`config.mk`:
```
export PLATFORM = sky130hd
export DESIGN_NAME = hsid_loop_fifo
export DESIGN_NICKNAME = d
export VERILOG_FILES = /design/src/rtl/hsid_loop_fifo.sv
export SDC_FILE = /design/constraint.sdc
export NUM_CORES = 1
export LEC_CHECK = 0
export CAP_MARGIN = 5
export CORE_ASPECT_RATIO = 0.6
export CORE_MARGIN = 2
export CORE_UTILIZATION = 35
export CTS_CLUSTER_DIAMETER = 30
export DETAILED_ROUTE_END_ITERATION = 7
export PLACE_DENSITY = 0.54
export SYNTH_ARGS = -nofsm -noshare
export SYNTH_HDL_FRONTEND = slang
export SYNTH_SLANG_ARGS = --single-unit
export TNS_END_PERCENT = 50
```
`constraint.sdc`:
```
create_clock -name clk -period 3.3 [get_ports clk]
set_input_delay 0.66 -clock clk [delete_from_list [all_inputs] [get_ports clk]]
set_output_delay 0.66 -clock clk [all_outputs]
set_load 0.05 [all_outputs]
```
`src/rtl/hsid_loop_fifo.sv`:
```
// hsid_loop_fifo
//   Single-clock sample FIFO for the HSID pixel/band datapath. Supports any
//   depth (including non-power-of-two), registered read data with a valid
//   strobe, simultaneous read+write when full, a counted loop (recirculate)
//   mode with a pass-complete pulse, and almost-full / almost-empty flags.
//
//   Optional feature macro: HSID_FIFO_ERR_FLAGS_EN
//     defined     -> sticky overflow/underflow flags, cleared by reset/clear
//     not defined -> overflow/underflow tied to 0, no error logic
//
// Ports
//   clk                    in  clock, rising edge
//   rst_n                  in  asynchronous active-low reset
//   clear                  in  synchronous flush (highest priority after reset)
//   wr_en / data_in        in  write request and data
//   rd_en                  in  read request (pop, or recirculate in loop mode)
//   loop_en                in  loop mode: accepted reads write head back to tail
//   almost_full_threshold  in  almost_full level, 0 disables
//   almost_empty_threshold in  almost_empty level
//   data_out / data_valid  out registered read data and its 1-cycle strobe
//   count                  out occupancy 0..FIFO_DEPTH
//   full / empty           out occupancy flags
//   almost_full/_empty     out threshold flags
//   loop_done              out 1-cycle pulse when a full rotation completes
//   overflow / underflow   out sticky error flags
module hsid_loop_fifo #(
  parameter int DATA_WIDTH = 16,
  parameter int FIFO_DEPTH = 8,
  localparam int CNT_WIDTH = $clog2(FIFO_DEPTH + 1)
) (
  input  logic                  clk,
  input  logic                  rst_n,
  input  logic                  clear,
  input  logic                  wr_en,
  input  logic [DATA_WIDTH-1:0] data_in,
  input  logic                  rd_en,
  input  logic                  loop_en,
  input  logic [CNT_WIDTH-1:0]  almost_full_threshold,
  input  logic [CNT_WIDTH-1:0]  almost_empty_threshold,
  output logic [DATA_WIDTH-1:0] data_out,
  output logic                  data_valid,
  output logic [CNT_WIDTH-1:0]  count,
  output logic                  full,
  output logic                  empty,
  output logic                  almost_full,
  output logic                  almost_empty,
  output logic                  loop_done,
  output logic                  overflow,
  output logic                  underflow
);

  localparam int PTR_WIDTH = (FIFO_DEPTH > 1) ? $clog2(FIFO_DEPTH) : 1;
  localparam logic [PTR_WIDTH-1:0] PTR_LAST  = PTR_WIDTH'(FIFO_DEPTH - 1);
  localparam logic [PTR_WIDTH-1:0] PTR_ZERO  = {PTR_WIDTH{1'b0}};
  localparam logic [PTR_WIDTH-1:0] PTR_ONE   = PTR_WIDTH'(1);
  localparam logic [CNT_WIDTH-1:0] CNT_ZERO  = {CNT_WIDTH{1'b0}};
  localparam logic [CNT_WIDTH-1:0] CNT_ONE   = CNT_WIDTH'(1);
  localparam logic [CNT_WIDTH-1:0] CNT_DEPTH = CNT_WIDTH'(FIFO_DEPTH);

  logic [DATA_WIDTH-1:0] mem_r [FIFO_DEPTH];
  logic [PTR_WIDTH-1:0]  rd_ptr_r;
  logic [PTR_WIDTH-1:0]  wr_ptr_r;
  logic [CNT_WIDTH-1:0]  count_r;
  logic [CNT_WIDTH-1:0]  rot_cnt_r;
  logic [CNT_WIDTH-1:0]  count_nxt_s;

  logic                  full_s;
  logic                  empty_s;
  logic                  rd_acc_s;
  logic                  wr_acc_s;
  logic                  mem_we_s;
  logic [DATA_WIDTH-1:0] mem_wdata_s;
  logic [DATA_WIDTH-1:0] head_s;
  logic                  loop_last_s;

  // Explicit wrap so any depth works without power-of-two masking.
  function automatic logic [PTR_WIDTH-1:0] ptr_inc(input logic [PTR_WIDTH-1:0] p);
    ptr_inc = (p == PTR_LAST) ? PTR_ZERO : (p + PTR_ONE);
  endfunction

  assign full_s       = (count_r == CNT_DEPTH);
  assign empty_s      = (count_r == CNT_ZERO);
  assign count        = count_r;
  assign full         = full_s;
  assign empty        = empty_s;
  assign almost_full  = (almost_full_threshold != CNT_ZERO) && (count_r >= almost_full_threshold);
  assign almost_empty = (count_r <= almost_empty_threshold);

  assign head_s   = mem_r[rd_ptr_r];
  assign rd_acc_s = rd_en && !empty_s;
  // In loop mode external writes are never accepted; the recirculation
  // write is driven separately through mem_we_s.
  assign wr_acc_s = !loop_en && wr_en && (!full_s || rd_acc_s);
  assign mem_we_s    = wr_acc_s || (loop_en && rd_acc_s);
  assign mem_wdata_s = loop_en ? head_s : data_in;
  // Last entry of the current rotation; only meaningful when count_r != 0.
  assign loop_last_s = (rot_cnt_r == (count_r - CNT_ONE));

  // Next occupancy: loop mode recirculates so occupancy holds.
  always_comb begin
    count_nxt_s = count_r;
    if (loop_en) begin
      count_nxt_s = count_r;
    end else begin
      case ({wr_acc_s, rd_acc_s})
        2'b10:   count_nxt_s = count_r + CNT_ONE;
        2'b01:   count_nxt_s = count_r - CNT_ONE;
        default: count_nxt_s = count_r;
      endcase
    end
  end

  // Storage array; contents are don't-care after reset/clear.
  always_ff @(posedge clk) begin
    if (mem_we_s && !clear) begin
      mem_r[wr_ptr_r] <= mem_wdata_s;
    end
  end

  // Pointers, occupancy, rotation counter and registered read outputs.
  always_ff @(posedge clk or negedge rst_n) begin
    if (!rst_n) begin
      rd_ptr_r   <= PTR_ZERO;
      wr_ptr_r   <= PTR_ZERO;
      count_r    <= CNT_ZERO;
      rot_cnt_r  <= CNT_ZERO;
      data_out   <= {DATA_WIDTH{1'b0}};
      data_valid <= 1'b0;
      loop_done  <= 1'b0;
    end else if (clear) begin
      rd_ptr_r   <= PTR_ZERO;
      wr_ptr_r   <= PTR_ZERO;
      count_r    <= CNT_ZERO;
      rot_cnt_r  <= CNT_ZERO;
      data_out   <= {DATA_WIDTH{1'b0}};
      data_valid <= 1'b0;
      loop_done  <= 1'b0;
    end else begin
      count_r    <= count_nxt_s;
      data_valid <= rd_acc_s;
      if (rd_acc_s) begin
        data_out <= head_s;
        rd_ptr_r <= ptr_inc(rd_ptr_r);
      end else begin
        data_out <= data_out;
        rd_ptr_r <= rd_ptr_r;
      end
      if (mem_we_s) begin
        wr_ptr_r <= ptr_inc(wr_ptr_r);
      end else begin
        wr_ptr_r <= wr_ptr_r;
      end
      // Rotation tracking only lives while loop mode is held.
      if (!loop_en) begin
        rot_cnt_r <= CNT_ZERO;
        loop_done <= 1'b0;
      end else if (rd_acc_s && loop_last_s) begin
        rot_cnt_r <= CNT_ZERO;
        loop_done <= 1'b1;
      end else if (rd_acc_s) begin
        rot_cnt_r <= rot_cnt_r + CNT_ONE;
        loop_done <= 1'b0;
      end else begin
        rot_cnt_r <= rot_cnt_r;
        loop_done <= 1'b0;
      end
    end
  end

`ifdef HSID_FIFO_ERR_FLAGS_EN
  logic overflow_ev_s;
  logic underflow_ev_s;

  // A rejected write covers both "full without read" and "any write in loop mode".
  assign overflow_ev_s  = wr_en && !wr_acc_s;
  assign underflow_ev_s = rd_en && empty_s;

  // Sticky error flags.
  always_ff @(posedge clk or negedge rst_n) begin
    if (!rst_n) begin
      overflow  <= 1'b0;
      underflow <= 1'b0;
    end else if (clear) begin
      overflow  <= 1'b0;
      underflow <= 1'b0;
    end else begin
      overflow  <= overflow  | overflow_ev_s;
      underflow <= underflow | underflow_ev_s;
    end
  end
`else
  assign overflow  = 1'b0;
  assign underflow = 1'b0;
`endif

endmodule

```
; Word level (Yosys, flattened, before mapping)
; Memories as Yosys holds them, arrays and structs flattened.
; Index checks and enable logic that the tools add are counted.
[totals]
elab_cells = 64
reg_bits = 32
mem_count = 1
in_bits = 30
output_inout_bits = 28
ram_bits = 128
[mem_list]
columns = name, words, width, rd, rd_ports_with_merged_regs, wr, line
row1 = mem_r, 8, 16, 1, 0, 1, 60  ; logic [DATA_WIDTH-1:0] mem_r [FIFO_DEPTH];
[op_classes]
addsub = 5
n_eq_ne = 8
reduce_logical = 19
n_lt_le_gt_ge = 2
n_mux = 22
[op_table]
columns = op, n
row1 = 16-bit 2-to-1 mux, 3
row2 = 4-bit 2-to-1 mux, 6
row3 = 3-bit 2-to-1 mux, 6
row4 = 4-bit by 1-bit adder with 4-bit output (second input constant), 2
row5 = 4-bit one-hot mux with 2 select lines, 1
row6 = 1-bit logical AND, 7
row7 = 3-bit by 1-bit adder with 3-bit output (second input constant), 2
row8 = 3-bit equality test (second input constant), 2
row9 = 1-bit 2-to-1 mux, 6
row10 = 4-bit equality test, 1
row11 = 4-bit equality test (second input constant), 1
row12 = 4-bit >= comparator, 1
row13 = 4-bit less-or-equal comparator, 1
row14 = 1-bit zero test, 4
row15 = 4-bit zero test, 1
row16 = 4-bit by 2-bit != test with 1-bit output (second input constant), 1
row17 = 2-bit nonzero test, 2
row18 = 4-bit nonzero test, 1
row19 = 4-bit by 1-bit subtractor with 4-bit output (second input constant), 1
row20 = 3-bit nonzero test, 1
row21 = 2-bit by 1-bit equality test with 1-bit output (second input constant), 1
row22 = 2-bit equality test (second input constant), 1
row23 = 1-bit logical OR, 2
row24 = 2-bit != test (second input constant), 1
row25 = 2-bit AND reduction, 1

; Longest topological paths before layout
; Gate-level depths: netlist (run 1).
[depth]
ltp_word = 9
mapped_depth = 9
mapped_depth_nobuf = 7

; Worst setup path before layout (run 1)
; No wires, ideal clock.
[synth_path]
path_kind = reg-to-reg
startpoint = register count_r[0], in the netlist count[0]
endpoint = memory mem_r[0][0] (enable)
slack_ns = -0.315
stages_incl_launch_ff = 9
synth_period_minus_slack_ns = 3.615
t_arrival_ns = 3.202
t_required_ns = 2.887
cell_sequence = dfrtp_1 inv_1 ha_1 nand2b_1 buf_6 a21oi_1 a21oi_2 nor3b_1 nor3b_1
[synth_between]
elab_chain_cells = 9
elab_cells_between_ends = 12
cone_classes = 1 x eq/ne / 2 x mux / 9 x reduce/logical
[synth_rtl]
columns = item, line
row1 = start: declaration, 63  ; logic [CNT_WIDTH-1:0] count_r;
row2 = start signal: assignment, 139  ; count_r <= count_nxt_s;
row3 = 4-bit zero test, 82  ; assign empty_s = (count_r == CNT_ZERO);
row4 = 1-bit zero test, 90  ; assign rd_acc_s = rd_en && !empty_s;
row5 = 1-bit logical AND, 90
row6 = 1-bit logical OR, 93  ; assign wr_acc_s = !loop_en && wr_en && (!full_s || rd_acc_s);
row7 = 1-bit logical AND, 93
row8 = 1-bit logical OR *, 94  ; assign mem_we_s = wr_acc_s || (loop_en && rd_acc_s);
row9 = 1-bit logical AND *, 115  ; if (mem_we_s && !clear) begin
row10 = 1-bit 2-to-1 mux *, 115
row11 = 1-bit 2-to-1 mux (not written as such) *, 116  ; mem_r[wr_ptr_r] <= mem_wdata_s;
row12 = end: declaration, 60
; Every way passes the cells marked *; elsewhere a longest branch is shown, timed or not.

; Final worst setup path (run 1)
[layout_path]
startpoint = register count_r[1], in the netlist count[1]
endpoint = output port full
[layout_between]
elab_chain_cells = 1
[layout_rtl]
columns = item, line
row1 = 4-bit equality test, 81  ; assign full_s = (count_r == CNT_DEPTH);
row2 = end: declaration, 43  ; output logic full,
; No other way between the ends.

==> impl_table.tex, run 1 <==
\begin{tabular}{lr}
\hline
Metric & Value \\
\hline
\multicolumn{2}{l}{\textbf{Run status}} \\
\quad Outcome & finished clean \\
\multicolumn{2}{l}{\textbf{Logic synthesis}} \\
\quad Top flip-flop cell by instance count after synthesis & sky130\_fd\_sc\_hd\_\_edfxtp\_1 \\
\quad Largest area contributor in the synthesized netlist & sky130\_fd\_sc\_hd\_\_edfxtp\_1 \\
\quad Number of enable flip-flop cells after synthesis & 128 \\
\quad Synthesized cell area & 6840 um2 \\
\quad Seq/Total Area, Yosys & 67.9\% \\
\quad Synth area leaders & sky130\_fd\_sc\_hd\_\_edfxtp\_1 (56\%), sky130\_fd\_sc\_hd\_\_dfrtp\_1 (12\%), sky130\_fd\_sc\_hd\_\_mux4\_2 (11\%) \\
\quad Average cell area after synthesis & 16.1 um2 \\
\quad Number of distinct library cells after synthesis & 42 \\
\quad Synthesis Warnings & 0 \\
\quad Proportion of register bits with asynchronous set or reset after synthesis & 20.0\% \\
\quad Area share of the largest cell type after synthesis & 56.2\% \\
\quad Mapped Cells & 425 \\
\quad Flip-flop and latch count after synthesis & 160 \\
\multicolumn{2}{l}{\textbf{STA}} \\
\quad Minimum period implied by the final worst setup slack & 3130 ps \\
\quad Highest achievable clock rate & 320 MHz \\
\quad Max-Slew Margin vs Limit & 39.9\% \\
\quad Final Hold Vio Count & 0 \\
\quad Tcrit/Tclk final & 94.8\% \\
\quad Clock tree skew after final layout & 14.2 ps \\
\quad Final Max Tran Viols & 0 \\
\quad Setup violators final & 0 \\
\quad Worst Tran Pin Value & 894 ps \\
\quad Unrepaired setup endpoints after global routing & no \\
\quad Sum of negative setup slack & 0 ps \\
\multicolumn{2}{l}{\textbf{Drt}} \\
\quad Post-DR wirelength/cell & 18.7 um \\
\quad Via count of the routed design & 3837 \\
\quad Mean number of vias per cell & 4.95 \\
\quad First drt pass iteration count & 4 \\
\quad Total routed wirelength & 14500 um \\
\quad Iteration-0 DRC count of the detailed router & 339 \\
\quad DRT antenna net count & 0 \\
\quad Remaining design rule violation count & 0 \\
\multicolumn{2}{l}{\textbf{Clocking}} \\
\quad Buffer levels on the longest clock path & 2 \\
\quad Depth of the CTS H-tree & 4 \\
\quad Clock tree from TritonCTS & done \\
\quad Hold Buf Count CTS & 0 \\
\quad Post-CTS Setup Bufs & 0 \\
\quad Number of sinks driven by the clock tree & 160 \\
\quad Clock root cell & sky130\_fd\_sc\_hd\_\_clkbuf\_16 \\
\quad Number of clock buffers inserted by TritonCTS & 17 \\
\quad Clock transition at the registers of the reported paths & 60 ps \\
\quad Resized cells post-CTS & 0 \\
\quad Skew-Pair Late Insertion Delay & 410 ps \\
\multicolumn{2}{l}{\textbf{Setup path}} \\
\quad Critical Path Fanout Max & 8 \\
\quad Maximum single-stage delay on the critical path & 820 ps \\
\quad Cell-by-cell listing of the critical path & inv\_1, ha\_1, nand2b\_1, nor2\_1, clkdlybuf4s50\_1 \\
\quad Nature of the critical path endpoint & primary output \\
\quad Critical path start-end classification & flop to primary output \\
\quad WP data required & 2640 ps \\
\quad Arrival time worst endpoint & 2470 ps \\
\quad Slowest stage cell on the critical path & sky130\_fd\_sc\_hd\_\_clkdlybuf4s50\_1 \\
\quad Nature of the critical path startpoint & flop \\
\multicolumn{2}{l}{\textbf{Cells and area}} \\
\quad Number of filler cells placed in the layout & 1688 \\
\quad Area Growth Syn to Fin & 22.9\% \\
\quad Number of nets in the finished design & 541 \\
\quad Fraction of final layout cells sized beyond drive strength 1 & 19.4\% \\
\quad Final design instance area without fill & 8410 um2 \\
\quad Footprint of the multi-input gates & 2060 um2 \\
\quad Antenna diode instance count & 0 \\
\quad Seq. cell area & 4650 um2 \\
\multicolumn{2}{l}{\textbf{Placement}} \\
\quad Dpl cell area & 7830 um2 \\
\quad Detailed placement HPWL & 9710 um \\
\quad IO Port Bufs & 55 \\
\quad Weighted congestion reported at the end of routability-driven placement & 0.772 \\
\multicolumn{2}{l}{\textbf{Global routing}} \\
\quad Pin count of the biggest net entering global routing & 35 \\
\quad GRT Resource Usage Total & 14.9\% \\
\quad Via count of the first global-routing pass & 3995 \\
\quad Antenna violations before repair & 0 \\
\quad GRT overflow & 0 \\
\quad Wire length of the first global-routing pass & 22700 um \\
\multicolumn{2}{l}{\textbf{Floorplan}} \\
\quad Cell row count & 39 \\
\quad Placeable Area & 19100 um2 \\
\quad Starting Density & 35.9\% \\
\quad Number of top-level pins & 58 \\
\quad Overall die area & 20700 um2 \\
\quad Die X & 185 um \\
\quad Die Y & 112 um \\
\multicolumn{2}{l}{\textbf{Job}} \\
\quad Max Cap Viol & 0 \\
\multicolumn{2}{l}{\textbf{Pwr}} \\
\quad Peak supply drop & 0.000320 V \\
\quad Static leakage power & 2.88 nW \\
\quad Power density over the cells & 594 nW/um2 \\
\multicolumn{2}{l}{\textbf{Worst hold path}} \\
\quad Path type of the worst min-delay path & primary input to asynchronous set/reset pin \\
\hline
\end{tabular}
[cell type report]
cell class / count / area share [%]
clock buffer: 19 / 5.38
clock inverter: 13 / 1.61
inverter: 9 / 0.402
multi-input combinational: 230 / 24.5
sequential: 160 / 55.2
tap: 266 / 3.96
timing repair buffer: 78 / 8.92
[logic make-up after synthesis]
logic type	count (synthesis)	synth area share [%]
flip-flops	160	67.9
AND/OR/NAND/NOR	92	6.53
AO/OA/AOI/OAI	60	5.83
multiplexers	52	13.5
buffers and inverters	36	2.36
adder cells (fa/ha/maj)	15	2.74
XOR/XNOR	9	1.15
other	1	0.0548
[report_power, final]
part           switching, mW  total (mW)  internal, mW
clock network          0.779        1.93          1.16
registers             0.0439        2.32          2.27
logic                  0.454       0.749         0.296
total                   1.28        5.00          3.72
[cell usage in the layout (no fill, tap or decap), drive strengths merged, types with 9 or more instances in the layout]
cell type / count
clkbuf: 19
mux2i: 19
nor2: 46
ha: 15
nand2: 11
dfrtp: 32
a21oi: 27
edfxtp: 128
mux4: 32
buf: 26
nand2b: 9
a211oi: 18
clkinv: 9
clkdlybuf4s50: 52
inv: 11
[worst max-delay path, delay by kind of cell, from the launching register on]
family,cells,cell delay (ps)
buffers and inverters,2,910
flip-flops,1,480
adder cells (fa/ha/maj),1,260
AND/OR/NAND/NOR,2,410
[sequential cells by signal (all words and copies together), names as in the netlist]
signal and cells:
mem_r 128, data_out 16, count 4, rot_cnt_r 4
rd_ptr_r 3, wr_ptr_r 3, data_valid 1, loop_done 1
[cells in the mapped netlist, drive strengths merged (2+ instances only)]
library cell	count
a211oi	18
a21o	3
a21oi	27
a31oi	2
and3b	2
buf	16
clkbuf	11
dfrtp	32
edfxtp	128
ha	15
inv	9
mux2i	19
mux4	32
nand2	11
nand2b	9
nand3	4
nand3b	4
nor2	46
nor2b	3
nor3	3
nor3b	4
nor4	2
o21ai	4
xnor2	7
xor2	2
[final timing paths]
kind	start	endpoint	slack (ps)	cells after the start
worst max-delay path	count[1]	full	170	5
worst min-delay path	rst_n	rot_cnt_r[3]	340	1
worst max register to register	count[1]	mem_r[0][9]	620	8
worst min register to register	data_out[10]	data_out[10]	570	2
max in group asynchronous	rst_n	rd_ptr_r[0]	2390	1
min in group clk	data_out[10]	data_out[10]	570	2
[per-stage QoR]
step | std cells | total power [mW] | hold slack [ps] | util, % | setup slack, ps
2_1_floorplan | 426 | 2.86 | 364 | - | -190
3_3_place_gp | 743 | 3.10 | 557 | 41.0 | 410
3_5_place_dp | 743 | 3.12 | 561 | 41.0 | 272
4_1_cts | 775 | 5.05 | 359 | 44.1 | 119
5_1_grt | 775 | 5.21 | 394 | 44.1 | 11.1
6_report | 775 | 5.00 | 343 | 44.1 | 172
[metal layers]
metal	GRT usage, %	part of all wire [%]	wire, um
met4	4.11	0.64	92
met3	2.95	3.5	510
met2	22.1	45	6580
met5	0	0	0
met1	22.3	50	7300
Note: power is estimated with default switching activity, not from simulation.
==> run 2: changes to the inputs <==
--- a/config.mk
+++ b/config.mk
@@ -11,7 +11,7 @@
 export CORE_UTILIZATION = 35
 export CTS_CLUSTER_DIAMETER = 30
 export DETAILED_ROUTE_END_ITERATION = 7
-export PLACE_DENSITY = 0.54
+export PLACE_DENSITY_LB_ADDON = 0.15
 export SYNTH_ARGS = -nofsm -noshare
 export SYNTH_HDL_FRONTEND = slang
 export SYNTH_SLANG_ARGS = --single-unit
==> run 2 against run 1 <==
Effect of this change: utilization down 0.098 points; die area unchanged; clock-buffer cell count down 1; global-route usage increased by 0.79 points; final area fell by 0.22%; setup slack improved by 220 ps; final cell count is 0.39% higher; worst hold slack got worse by 19 ps; critical path depth grew 3; critical endpoint is now almost_full; power is 2.5% lower; wire length is 2.9% higher; highest routed layer unchanged.
==> impl_table.tex, run 2 (synthesis results as in run 1) <==
\begin{tabular}{lr}
\hline
Metric & Value \\
\hline
\multicolumn{2}{l}{\textbf{Global routing}} \\
\quad Pin count of the biggest net entering global routing & 33 (-5.7\%) \\
\quad Via count of the first global-routing pass & 4058 (+1.6\%) \\
\quad Antenna violations before repair & 0 (unchanged) \\
\quad GRT Resource Usage Total & 15.6\% (+0.79 points) \\
\quad Wire length of the first global-routing pass & 23700 um (+4.1\%) \\
\quad GRT overflow & 0 (unchanged) \\
\multicolumn{2}{l}{\textbf{STA}} \\
\quad Max-Slew Margin vs Limit & 36.8\% (-3.1 points) \\
\quad Setup violators final & 0 (unchanged) \\
\quad Highest achievable clock rate & 344 MHz (+7.6\%) \\
\quad Minimum period implied by the final worst setup slack & 2910 ps (-221 ps) \\
\quad Final Max Tran Viols & 0 (unchanged) \\
\quad Worst Tran Pin Value & 940 ps (+45.9 ps) \\
\quad Clock tree skew after final layout & 8.65 ps (-5.56 ps) \\
\quad Unrepaired setup endpoints after global routing & no \\
\quad Worst Hold Slack & 324 ps (-18.8 ps) \\
\quad Final Hold Vio Count & 0 (unchanged) \\
\quad Tcrit/Tclk final & 88.1\% (-6.7 points) \\
\multicolumn{2}{l}{\textbf{Pwr}} \\
\quad Static leakage power & 2.87 nW (-0.27\%) \\
\quad Switching pwr & 1.28 mW (about the same) \\
\quad Combinational share of power & 15.1\% (about the same) \\
\quad Power density over the cells & 581 nW/um2 (-2.3\%) \\
\quad Clock power share & 37.2\% (-1.5 points) \\
\quad Sequential share of power & 47.7\% (+1.4 points) \\
\quad Switching fraction of total power & 26.2\% (+0.65 points) \\
\quad Internal power of the cells & 3.60 mW (-3.3\%) \\
\quad Peak supply drop & 0.000345 V (+8.1\%) \\
\multicolumn{2}{l}{\textbf{Cells and area}} \\
\quad Most common library cell in the layout ignoring fill and taps & sky130\_fd\_sc\_hd\_\_edfxtp\_1 \\
\quad Top reg by flops & mem\_r \\
\quad Seq. cell area & 4650 um2 (unchanged) \\
\quad Final cell count without fillers & 778 (+0.39\%) \\
\quad Registers with the most flip-flops & mem\_r (128), data\_out (16) \\
\quad Footprint of the multi-input gates & 2060 um2 (unchanged) \\
\quad Area Growth Syn to Fin & 22.7\% \\
\quad Final design instance area without fill & 8390 um2 (-0.22\%) \\
\quad Number of nets in the finished design & 544 (+0.55\%) \\
\quad Fraction of final layout cells sized beyond drive strength 1 & 19.9\% (+0.47 points) \\
\quad Number of filler cells placed in the layout & 1695 (+0.41\%) \\
\quad Top library cells by usage in the layout, fill and taps aside & sky130\_fd\_sc\_hd\_\_edfxtp\_1 (128), sky130\_fd\_sc\_hd\_\_clkdlybuf4s50\_1 (49), sky130\_fd\_sc\_hd\_\_nor2\_1 (45) \\
\quad Max reg flops & 128 (unchanged) \\
\quad Antenna diode instance count & 0 (unchanged) \\
\multicolumn{2}{l}{\textbf{Placement}} \\
\quad Weighted congestion reported at the end of routability-driven placement & 0.740 (-4.2\%) \\
\quad Dpl cell area & 7840 um2 (+0.22\%) \\
\quad Detailed placement HPWL & 9930 um (+2.2\%) \\
\quad Placed instance count & 746 (+0.40\%) \\
\quad IO Port Bufs & 55 (unchanged) \\
\multicolumn{2}{l}{\textbf{Floorplan}} \\
\quad Number of top-level pins & 58 (unchanged) \\
\quad Starting Density & 35.9\% (unchanged) \\
\quad Placeable Area & 19100 um2 (unchanged) \\
\quad Overall die area & 20700 um2 (unchanged) \\
\quad Die Y & 112 um (unchanged) \\
\quad Cell row count & 39 (unchanged) \\
\quad Die X & 185 um (unchanged) \\
\multicolumn{2}{l}{\textbf{Setup path}} \\
\quad WP data required & 2640 ps (about the same) \\
\quad Critical path start-end classification & primary input to primary output \\
\quad Arrival time worst endpoint & 2250 ps (-220 ps) \\
\quad Nature of the critical path endpoint & primary output \\
\quad Critical Path Fanout Max & 2 (-6) \\
\quad Nature of the critical path startpoint & primary input \\
\multicolumn{2}{l}{\textbf{Clocking}} \\
\quad Clock transition at the registers of the reported paths & 70 ps (about the same) \\
\quad Hold Buf Count CTS & 0 (unchanged) \\
\quad Number of clock buffers inserted by TritonCTS & 17 (unchanged) \\
\quad Skew-Pair Late Insertion Delay & 420 ps (about the same) \\
\quad Depth of the CTS H-tree & 4 (unchanged) \\
\quad Clock tree from TritonCTS & done \\
\quad Buffer levels on the longest clock path & 2 (unchanged) \\
\quad Post-CTS Setup Bufs & 0 (unchanged) \\
\quad Number of sinks driven by the clock tree & 160 (unchanged) \\
\quad Clock root cell & sky130\_fd\_sc\_hd\_\_clkbuf\_16 \\
\multicolumn{2}{l}{\textbf{Worst hold path}} \\
\quad Path type of the worst min-delay path & primary input to asynchronous set/reset pin \\
\multicolumn{2}{l}{\textbf{Drt}} \\
\quad Total routed wirelength & 14900 um (+2.9\%) \\
\quad Post-DR wirelength/cell & 19.2 um (+2.6\%) \\
\quad Remaining design rule violation count & 0 (unchanged) \\
\quad Iteration-0 DRC count of the detailed router & 254 (-25\%) \\
\quad DRT antenna net count & 0 (unchanged) \\
\quad First drt pass iteration count & 4 (unchanged) \\
\quad Via count of the routed design & 3835 (-0.052\%) \\
\quad Mean number of vias per cell & 4.93 (-0.44\%) \\
\multicolumn{2}{l}{\textbf{Job}} \\
\quad Max Cap Viol & 0 (unchanged) \\
\multicolumn{2}{l}{\textbf{Run status}} \\
\quad Outcome & finished clean \\
\hline
\end{tabular}
[run 2: changes by cell type in the layout (fill, tap and decap cells not counted), sizes merged, moves of 2 or more]
cell | previous run | this run
clkinv | 9 | 5
buf | 26 | 30
dlymetal6s2s | 0 | 2
clkdlybuf4s50 | 52 | 49
clkinvlp | 0 | 7
[run 2: critical path, cell delays in order]
cell and delay [ps]:
sky130_fd_sc_hd__clkdlybuf4s50_1 430, sky130_fd_sc_hd__ha_1 290, sky130_fd_sc_hd__nand2b_1 140, sky130_fd_sc_hd__a21o_1 170, sky130_fd_sc_hd__a21o_1 170, sky130_fd_sc_hd__a21oi_1 150
sky130_fd_sc_hd__nor2_1 50, sky130_fd_sc_hd__buf_4 190
[run 2: worst paths after layout]
kind | startpoint | to | slack [ps] | cells past startpoint
min in group clk | data_out[10] | data_out[10] | 570 | 2
worst max register to register | count[0] | mem_r[0][6] | 490 | 8
worst max-delay path | almost_full_threshold[0] | almost_full | 390 | 8
max in group asynchronous | rst_n | rd_ptr_r[0] | 2430 | 1
worst min register to register | data_out[10] | data_out[10] | 570 | 2
worst min-delay path | rst_n | count[0] | 320 | 1
[run 2: per-stage QoR]
step           setup WS [ps]  util (%)  power [mW]  TNS (ps)
5_1_grt                  189      44.0        5.08         0
3_3_place_gp             405      41.1        3.10         0
3_5_place_dp             333      41.1        3.12         0
4_1_cts                 35.3      44.0        4.94         0
2_1_floorplan           -190         -        2.86     -6600
6_report                 393      44.0        4.88         0
[run 2: final cells by class]
cell class,instances,share of cell area (%)
clock inverter,14,1.40
tap,266,3.96
sequential,160,55.3
inverter,9,0.402
multi-input combinational,230,24.6
timing repair buffer,81,9.21
clock buffer,18,5.11
[run 2: power groups by stage]
stage                     registers [mW]  logic [mW]  clock network, mW
final                               2.33       0.735               1.82
after CTS                           2.33       0.749               1.86
after global routing                2.33       0.802               1.94
after detailed placement            2.37       0.747                  0
after floorplan                     2.46       0.404                  0
after global placement              2.37       0.736                  0
[run 2: what timing repair did]
action	CTS	global route
endpoints found under the hold margin	0	0
setup endpoints to repair	0	2
gates resized for setup	0	2
[run 2: per-layer routing]
| layer | share of wire (%) | up-vias | global-route usage [%] |
|---|---|---|---|
| li1 | - | 1783 | - |
| met1 | 50 | 1971 | 22.7 |
| met2 | 45 | 69 | 23.5 |
| met3 | 3.9 | 12 | 3.50 |
| met4 | 1.1 | 0 | 4.96 |
| met5 | 0 | - | 0 |
==> run 3: changes to the inputs <==
--- a/config.mk
+++ b/config.mk
@@ -7,7 +7,7 @@
 export LEC_CHECK = 0
 export CAP_MARGIN = 5
 export CORE_ASPECT_RATIO = 0.6
-export CORE_MARGIN = 2
+export CORE_MARGIN = 1.5
 export CORE_UTILIZATION = 35
 export CTS_CLUSTER_DIAMETER = 30
 export DETAILED_ROUTE_END_ITERATION = 7
==> run 3 against run 2 <==
Effect of this change: via count decreased by 0.55%; non-clock buffer count fell by 1; power is 2.7% higher; critical path depth up 1; clock-buffer cell count decreased by 1; highest routed layer unchanged.
==> impl_table.tex, run 3 (synthesis results as in run 1) <==
\begin{tabular}{lr}
\hline
Metric & Value \\
\hline
\multicolumn{2}{l}{\textbf{Run status}} \\
\quad Outcome & finished clean \\
\multicolumn{2}{l}{\textbf{Pwr}} \\
\quad Static leakage power & 2.90 nW (+0.87\%) \\
\quad Sequential share of power & 46.5\% (-1.2 points) \\
\quad Clock power share & 39.0\% (+1.8 points) \\
\quad Peak supply drop & 0.000377 V (+9.0\%) \\
\quad Internal power of the cells & 3.69 mW (+2.5\%) \\
\quad Combinational share of power & 14.6\% (-0.5 points) \\
\quad Power density over the cells & 595 nW/um2 (+2.5\%) \\
\quad Switching fraction of total power & 26.4\% (+0.17 points) \\
\quad Switching pwr & 1.32 mW (+3.4\%) \\
\multicolumn{2}{l}{\textbf{Clocking}} \\
\quad Clock tree from TritonCTS & done \\
\quad Resized cells post-CTS & 0 (unchanged) \\
\quad Clock root cell & sky130\_fd\_sc\_hd\_\_clkbuf\_16 \\
\quad Buffer levels on the longest clock path & 2 (unchanged) \\
\quad Hold Buf Count CTS & 0 (unchanged) \\
\quad Number of clock buffers inserted by TritonCTS & 17 (unchanged) \\
\quad Post-CTS Setup Bufs & 0 (unchanged) \\
\quad Number of sinks driven by the clock tree & 160 (unchanged) \\
\quad Depth of the CTS H-tree & 4 (unchanged) \\
\quad Clock transition at the registers of the reported paths & 60 ps (about the same) \\
\quad Skew-Pair Late Insertion Delay & 430 ps (about the same) \\
\multicolumn{2}{l}{\textbf{Setup path}} \\
\quad Slowest stage cell on the critical path & sky130\_fd\_sc\_hd\_\_clkdlybuf4s50\_1 \\
\quad Critical path start-end classification & primary input to primary output \\
\quad Nature of the critical path startpoint & primary input \\
\quad Maximum single-stage delay on the critical path & 460 ps (+30 ps) \\
\quad Slack of the worst reg-to-reg path & 500 ps (about the same) \\
\quad Cell-by-cell listing of the critical path & clkdlybuf4s50\_1, inv\_1, ha\_1, nor2b\_1, o21ai\_0, nand2b\_1, a21oi\_1, a41o\_1, buf\_12 \\
\quad Critical Path Fanout Max & 2 (unchanged) \\
\quad Nature of the critical path endpoint & primary output \\
\quad Arrival time worst endpoint & 2260 ps (about the same) \\
\quad WP data required & 2640 ps (about the same) \\
\multicolumn{2}{l}{\textbf{Floorplan}} \\
\quad Die Y & 111 um (-0.89\%) \\
\quad Cell row count & 39 (unchanged) \\
\quad Number of top-level pins & 58 (unchanged) \\
\quad Placeable Area & 19100 um2 (unchanged) \\
\quad Starting Density & 35.9\% (unchanged) \\
\quad Overall die area & 20400 um2 (-1.4\%) \\
\quad Die X & 184 um (-0.54\%) \\
\multicolumn{2}{l}{\textbf{STA}} \\
\quad Sum of negative setup slack & 0 ps (unchanged) \\
\quad Setup violators final & 0 (unchanged) \\
\quad Max-Slew Margin vs Limit & 42.7\% (+5.9 points) \\
\quad Tcrit/Tclk final & 88.4\% (+0.28 points) \\
\quad Worst Tran Pin Value & 852 ps (-88.1 ps) \\
\quad Clock tree skew after final layout & 6.70 ps (-1.95 ps) \\
\quad Final Hold Vio Count & 0 (unchanged) \\
\quad Final Max Tran Viols & 0 (unchanged) \\
\quad Minimum period implied by the final worst setup slack & 2920 ps (+9.37 ps) \\
\quad Highest achievable clock rate & 343 MHz (-0.32\%) \\
\quad Worst Hold Slack & 331 ps (+6.86 ps) \\
\quad Unrepaired setup endpoints after global routing & no \\
\multicolumn{2}{l}{\textbf{Cells and area}} \\
\quad Top library cells by usage in the layout, fill and taps aside & sky130\_fd\_sc\_hd\_\_edfxtp\_1 (128), sky130\_fd\_sc\_hd\_\_clkdlybuf4s50\_1 (49), sky130\_fd\_sc\_hd\_\_nor2\_1 (45) \\
\quad Number of filler cells placed in the layout & 1691 (-0.24\%) \\
\quad Max reg flops & 128 (unchanged) \\
\quad Registers with the most flip-flops & mem\_r (128), data\_out (16) \\
\quad Final cell count without fillers & 777 (-0.13\%) \\
\quad Most common library cell in the layout ignoring fill and taps & sky130\_fd\_sc\_hd\_\_edfxtp\_1 \\
\quad Antenna diode instance count & 0 (unchanged) \\
\quad Area Growth Syn to Fin & 22.9\% \\
\quad Number of nets in the finished design & 543 (-0.18\%) \\
\quad Fraction of final layout cells sized beyond drive strength 1 & 20.4\% (+0.43 points) \\
\quad Top reg by flops & mem\_r \\
\quad Final design instance area without fill & 8410 um2 (+0.22\%) \\
\multicolumn{2}{l}{\textbf{Drt}} \\
\quad Mean number of vias per cell & 4.91 (-0.42\%) \\
\quad Remaining design rule violation count & 0 (unchanged) \\
\quad Total routed wirelength & 14900 um (-0.30\%) \\
\quad First drt pass iteration count & 4 (unchanged) \\
\quad Post-DR wirelength/cell & 19.1 um (-0.17\%) \\
\quad DRT antenna net count & 0 (unchanged) \\
\quad Via count of the routed design & 3814 (-0.55\%) \\
\quad Iteration-0 DRC count of the detailed router & 295 (+16\%) \\
\multicolumn{2}{l}{\textbf{Global routing}} \\
\quad GRT overflow & 0 (unchanged) \\
\quad Pin count of the biggest net entering global routing & 35 (+6.1\%) \\
\quad Via count of the first global-routing pass & 3864 (-4.8\%) \\
\quad GRT Resource Usage Total & 15.7\% (+0.037 points) \\
\quad Wire length of the first global-routing pass & 23200 um (-2.0\%) \\
\quad Antenna violations before repair & 0 (unchanged) \\
\multicolumn{2}{l}{\textbf{Worst hold path}} \\
\quad Path type of the worst min-delay path & primary input to asynchronous set/reset pin \\
\multicolumn{2}{l}{\textbf{Placement}} \\
\quad Dpl cell area & 7820 um2 (-0.26\%) \\
\quad IO Port Bufs & 55 (unchanged) \\
\quad Weighted congestion reported at the end of routability-driven placement & 0.716 (-3.2\%) \\
\quad Placed instance count & 745 (-0.13\%) \\
\quad Detailed placement HPWL & 9640 um (-2.9\%) \\
\multicolumn{2}{l}{\textbf{Job}} \\
\quad Max Cap Viol & 0 (unchanged) \\
\hline
\end{tabular}
## run 3: critical path, delay by kind of cell
family                     cells  cell delay [ps]
AOI/OAI and AO/OA              3              450
adders and majority gates      1              290
buffers and inverters          3              650
and+or+nand+nor                2              200
## run 3: cell type report
| type | instances | area, um2 | area share, % |
|---|---|---|---|
| clock buffers | 17 | 425 | 5.06 |
| clock inverters | 15 | 160 | 1.90 |
| inverters | 9 | 33.8 | 0.402 |
| multi-input cells | 230 | 2060 | 24.5 |
| flip-flops and latches | 160 | 4650 | 55.2 |
| well taps | 266 | 333 | 3.96 |
| repair buffers | 80 | 753 | 8.95 |
## run 3: metal layers
layer	wire, um	up-vias	GRT usage (%)
met5	0	-	0
met4	148	0	4.70
met3	540	13	4.17
met2	6640	56	22.0
met1	7540	1959	23.7
li1	-	1786	-
## run 3: power groups by stage
stage                     Clock, mW  Sequential (mW)  Combinational [mW]
after floorplan                   0             2.46               0.404
after global placement            0             2.37               0.732
after detailed placement          0             2.37               0.742
after CTS                      2.00             2.33               0.743
after global routing           2.08             2.34               0.796
final                          1.95             2.33               0.730
## run 3: per-stage QoR
step	total power, mW	utilization [%]	worst slack, ps
floorplan	2.86	-	-190
global route	5.21	44.1	288
global placement	3.10	41.0	397
detailed placement	3.11	41.0	385
CTS	5.07	44.1	40.4
finish	5.01	44.1	384
## run 3: path summary, 6_finish.rpt
check | from | end | depth (start not counted)
worst max-delay path | almost_empty_threshold[1] | almost_empty | 9
worst min-delay path | rst_n | count[0] | 1
worst max register to register | count[0] | mem_r[4][1] | 8
worst min register to register | data_out[6] | data_out[6] | 2
max in group asynchronous | rst_n | rd_ptr_r[0] | 1
min in group clk | data_out[6] | data_out[6] | 2
